`src/rtl/fifo_pkg.sv`:
```
// Helpers shared by the write-side and read-side pointer controllers of the async FIFO.
// Pointer widths up to 32 bits are covered by the 32-bit helpers.
package fifo_pkg;

   // Pointer and level width for a given address width (one wrap bit above the address).
   function automatic int lvl_w(input int addrsize);
      return addrsize + 1;
   endfunction

   function automatic logic [31:0] bin2gray(input logic [31:0] b);
      return b ^ (b >> 1);
   endfunction

endpackage

```
`src/rtl/gray2bin.sv`:
```
// Combinational Gray-to-binary conversion: each binary bit is the XOR of all Gray bits at or above it.
module gray2bin #(
   parameter int WIDTH = 5
) (
   input  logic [WIDTH-1:0] i_gray,
   output logic [WIDTH-1:0] o_bin
);

   logic [WIDTH-1:0] w_bin;

   for (genvar i = 0; i < WIDTH; i++) begin : g_bit
      assign w_bin[i] = ^i_gray[WIDTH-1:i];
   end

   assign o_bin = w_bin;

endmodule

```
`src/rtl/wptr_full_lvl.sv`:
```
// Write-domain pointer and status controller for the async FIFO: binary/Gray write pointers,
// registered full / almost-full / fill level computed against the synchronised read pointer, sticky overflow.
module wptr_full_lvl
   import fifo_pkg::*;
#(
   parameter int ADDRSIZE = 4
) (
   input  logic                wclk,
   input  logic                wrst,
   input  logic                w_req,
   input  logic [ADDRSIZE:0]   wq2_rptr,
   input  logic [ADDRSIZE:0]   afull_thresh,
   input  logic                ovf_clr,
   output logic                w_ack,
   output logic [ADDRSIZE-1:0] waddr,
   output logic [ADDRSIZE:0]   wptr,
   output logic                wfull,
   output logic                walmost_full,
   output logic [ADDRSIZE:0]   wlevel,
   output logic                wovf
);

   localparam int             PW    = lvl_w(ADDRSIZE);
   localparam logic [PW-1:0]  DEPTH = PW'(1) << ADDRSIZE;

   logic [PW-1:0] r_bin;
   logic [PW-1:0] r_ptr;
   logic [PW-1:0] r_lvl;
   logic          r_full;
   logic          r_afull;
   logic          r_ovf;

   logic [PW-1:0] w_rbin;
   logic [PW-1:0] w_binnext;
   logic [PW-1:0] w_graynext;
   logic [PW-1:0] w_lvlnext;
   logic          w_accept;

   gray2bin #(
      .WIDTH (PW)
   ) u_rptr_g2b (
      .i_gray (wq2_rptr),
      .o_bin  (w_rbin)
   );

   // Accept / next-state: flags are computed from the post-write level so a
   // write accepted this edge is already counted when the next request arrives.
   assign w_accept   = w_req & ~r_full;
   assign w_binnext  = r_bin + PW'(w_accept);
   assign w_graynext = PW'(bin2gray(32'(w_binnext)));
   // Modular difference stays valid across pointer wrap; lagging rptr only overstates.
   assign w_lvlnext  = w_binnext - w_rbin;

   // Register stage
   always_ff @(posedge wclk or posedge wrst) begin
      if (wrst) begin
         r_bin   <= '0;
         r_ptr   <= '0;
         r_lvl   <= '0;
         r_full  <= 1'b0;
         r_afull <= 1'b0;
         r_ovf   <= 1'b0;
      end else begin
         r_bin   <= w_binnext;
         r_ptr   <= w_graynext;
         r_lvl   <= w_lvlnext;
         r_full  <= (w_lvlnext == DEPTH);
         r_afull <= (w_lvlnext >= afull_thresh);
         // A refused request sets the flag even if a clear arrives in the same cycle.
         r_ovf   <= (w_req & r_full) | (r_ovf & ~ovf_clr);
      end
   end

   assign w_ack        = w_accept;
   assign waddr        = r_bin[ADDRSIZE-1:0];
   assign wptr         = r_ptr;
   assign wfull        = r_full;
   assign walmost_full = r_afull;
   assign wlevel       = r_lvl;
   assign wovf         = r_ovf;

endmodule

```
`config.mk`:
```
export PLATFORM = sky130hd
export DESIGN_NAME = wptr_full_lvl
export DESIGN_NICKNAME = d
export VERILOG_FILES = /design/src/rtl/fifo_pkg.sv /design/src/rtl/gray2bin.sv /design/src/rtl/wptr_full_lvl.sv
export SDC_FILE = /design/constraint.sdc
export NUM_CORES = 1
export LEC_CHECK = 0
export ABC_AREA = 1
export CAP_MARGIN = 20
export CORE_MARGIN = 5
export CORE_UTILIZATION = 48
export DETAILED_ROUTE_END_ITERATION = 8
export PLACE_DENSITY_LB_ADDON = 0.2
export SLEW_MARGIN = 20
export SYNTH_ARGS = -nofsm -noshare
export SYNTH_HDL_FRONTEND = slang
export SYNTH_SLANG_ARGS = --single-unit
```
`constraint.sdc`:
```
create_clock -name wclk -period 6.8 [get_ports wclk]
set_clock_uncertainty 0.05 [all_clocks]
set_input_delay 1.02 -clock wclk [delete_from_list [all_inputs] [get_ports wclk]]
set_output_delay 1.02 -clock wclk [all_outputs]
set_load 0.02 [all_outputs]
```
==> key figures <==
STA
  – Setup violations, final: 0
  – Setup WS post-layout: 3.03 ns
  – Final setup TNS: 0 ns
  – RSZ-0062 raised after global routing: false
  – Worst slew pin tran: 0.595 ns
  – Fmax: 265 MHz
  – Tmin final: 3.77 ns
  – Part of the cycle the worst path needs: 55.4%
  – Min Hold Slack: 0.487 ns
  – Fin. max-slew vios: 0
  – Max-slew headroom: 60.3%
  – Final hold vios: 0

Placed design
  – Pre-CTS WS: 2.71 ns
  – I/O Buffers: 31
  – GPL Wtd Cong: 0.842
  – Dpl hpwl: 1.65 mm

Die
  – IO Pins: 32
  – Die width: 55.3 um
  – Core Rows: 16
  – Core ar.: 1960 sq um
  – Die Height: 55.3 um
  – Initial Util: 50.3%
  – Full die area: 3060 sq um

Global routing
  – Initial antenna violation count: 0
  – Overflow after GRT: 0
  – Pin count of the biggest net entering global routing: 18
  – First-pass GRT wire length: 3.39 mm
  – GR Util All Layers: 13.8%
  – Number of global-route vias before repair: 793

Clocking
  – Maximum clock insertion buffer count: 2
  – Worst skew pair latency: 0.29 ns
  – CTS Buf Count: 3
  – H-tree Lvls: 1
  – Clock Tree Root: clkbuf_4
  – Clk slew on worst S/H paths: 0.09 ns
  – CTS resizes: 0
  – Clk sink count: 17
  – Hold Buf Count CTS: 0
  – CTS tree: built
  – Postcts setup bufs: 0

Routing
  – Detail Route Antenna Nets: 0
  – Routed wire length: 1.87 mm
  – Initial DRC count: 14
  – DRC: 0
  – Routed length per instance: 10.9 um
  – Via count: 816
  – TritonRoute pass-1 iters: 4
  – Vias/cell: 4.74

Pwr
  – Reg power frac: 24.4%
  – Sw frac: 45.7%
  – Combinational power share: 68.7%
  – Peak VDD IR: 0.324 mV
  – Int Pwr: 410 uW
  – Leak: 0.000688 uW
  – Pwr Total: 755 uW
  – PD cells: 556 nW/um^2
  – Clock group share of total power: 6.9%
  – Switching power: 345 uW

Synthesis
  – Cell Area, Synth: 986 sq um
  – Async SR Flop Fraction: 100%
  – Top cells by area, synth: dfrtp_1, ha_1, inv_1
  – Post-Syn Nets: 135
  – Yosys Warn Count: 0
  – Synth Area per Inst: 8.96 sq um
  – Dominant synthesized flop cell: dfrtp_1
  – Netlist cell types: 19
  – Synthesis-stage register bit count: 17
  – Biggest area consumer among synthesized cells: dfrtp_1
  – Top-count cell post-synth: inv_1
  – Top post-synthesis cells by count: inv_1, nand2_1, dfrtp_1, ha_1, nand3_1
  – Top cell type's share of synthesized area: 43.1%
  – Number of synthesized flops with an enable pin: 0
  – Sequential area share after synthesis: 43.1%
  – Cells after Synth: 110

Finish
  – Proportion of layout cells with a drive suffix above 1: 3.45%
  – NumNets Final: 171
  – Fillers: 187
  – Number of antenna diodes: 0
  – Layout area overhead: 37.6%

Flow run
  – Max_cap viols: 0

Worst setup path
  – Startpoint types: primary input
  – WP data required: 6.91 ns
  – Critical path arrival: 3.88 ns
  – CP endpoint kind: flop
  – Setup CP Type: in2reg
  – Worst-path fanout max: 4
  – Reg-to-reg slack, setup: 3.81 ns

Min path
  – HP Class: reg2reg

Outcome
  – Run status: finished, final reports clean
## worst max-delay path: stages
cell	delay [ns]
clkdlybuf4s50_1	0.50
xnor2_2	0.32
xnor2_1	0.17
nand2_1	0.08
nand2_1	0.05
ha_1	0.19
fa_1	0.42
o21ai_0	0.20
nand3_1	0.11
nand2_1	0.09
inv_1	0.05
ha_1	0.30
a21oi_1	0.13
o21a_1	0.13
o311ai_0	0.11
## cells in the final DEF (no fill, tap or decap), drive strengths merged, types with 8 or more instances in the layout
cell type,Yosys,layout
clkdlybuf4s50,0,31
inv,23,23
nand2,21,21
dfrtp,17,17
ha,10,10
nand3,9,9
xor2,8,8
## cell families after synthesis
logic type	Yosys count	share of synthesized area [%]
and+or+nand+nor	39	17.1
AOI/OAI and AO/OA	8	4.82
buffers and inverters	23	8.76
xor gates and xnor gates	12	11.4
DFF	17	43.1
adders and majority gates	11	14.7
## area by class of cell
cell class,count,area (sq um),share of cell area (%)
Timing Repair Buffer,31,310,22.9
Multi-Input combinational cell,70,474,35.0
Clock buffer,4,26.3,1.94
Tap cell,27,33.8,2.49
Inverter,23,86.3,6.37
Sequential cell,17,425,31.4
## power by group through the flow
stage	registers, uW	logic [uW]	clock network [uW]
6_report	184	519	52.1
3_5_place_dp	187	526	0
4_1_cts	185	527	53.7
5_1_grt	191	585	58.8
3_3_place_gp	185	510	0
2_1_floorplan	250	282	0
## state kept, by name, indices dropped and copies added, names as in the netlist
register	cells
wovf	1
r_bin	5
wlevel	5
wfull	1
walmost_full	1
wptr	4
## per-layer routing
metal	vias to the layer above	GRT usage, %	part of all wire (%)
li1	417	-	-
met1	367	15.6	41
met2	27	23.1	50
met3	5	3.50	6.6
met4	0	8.33	2.7
met5	-	0	0
## stage by stage
step           instance area, sq um  utilization (%)  instances
3_3_place_gp                   1330             67.8        168
2_1_floorplan                   986                -        110
6_report                       1360             69.1        172
3_5_place_dp                   1330             67.8        168
5_1_grt                        1360             69.1        172
4_1_cts                        1360             69.1        172
## final timing paths
check | start | end | cells after the start
max | wq2_rptr[4] | walmost_full | 15
min in group asynchronous | wrst | wovf | 2
max in group asynchronous | wrst | wptr[2] | 2
max reg2reg | wfull | walmost_full | 16
min | wovf | wovf | 2
min reg2reg | wovf | wovf | 2
Note: power is estimated with default switching activity, not from simulation.
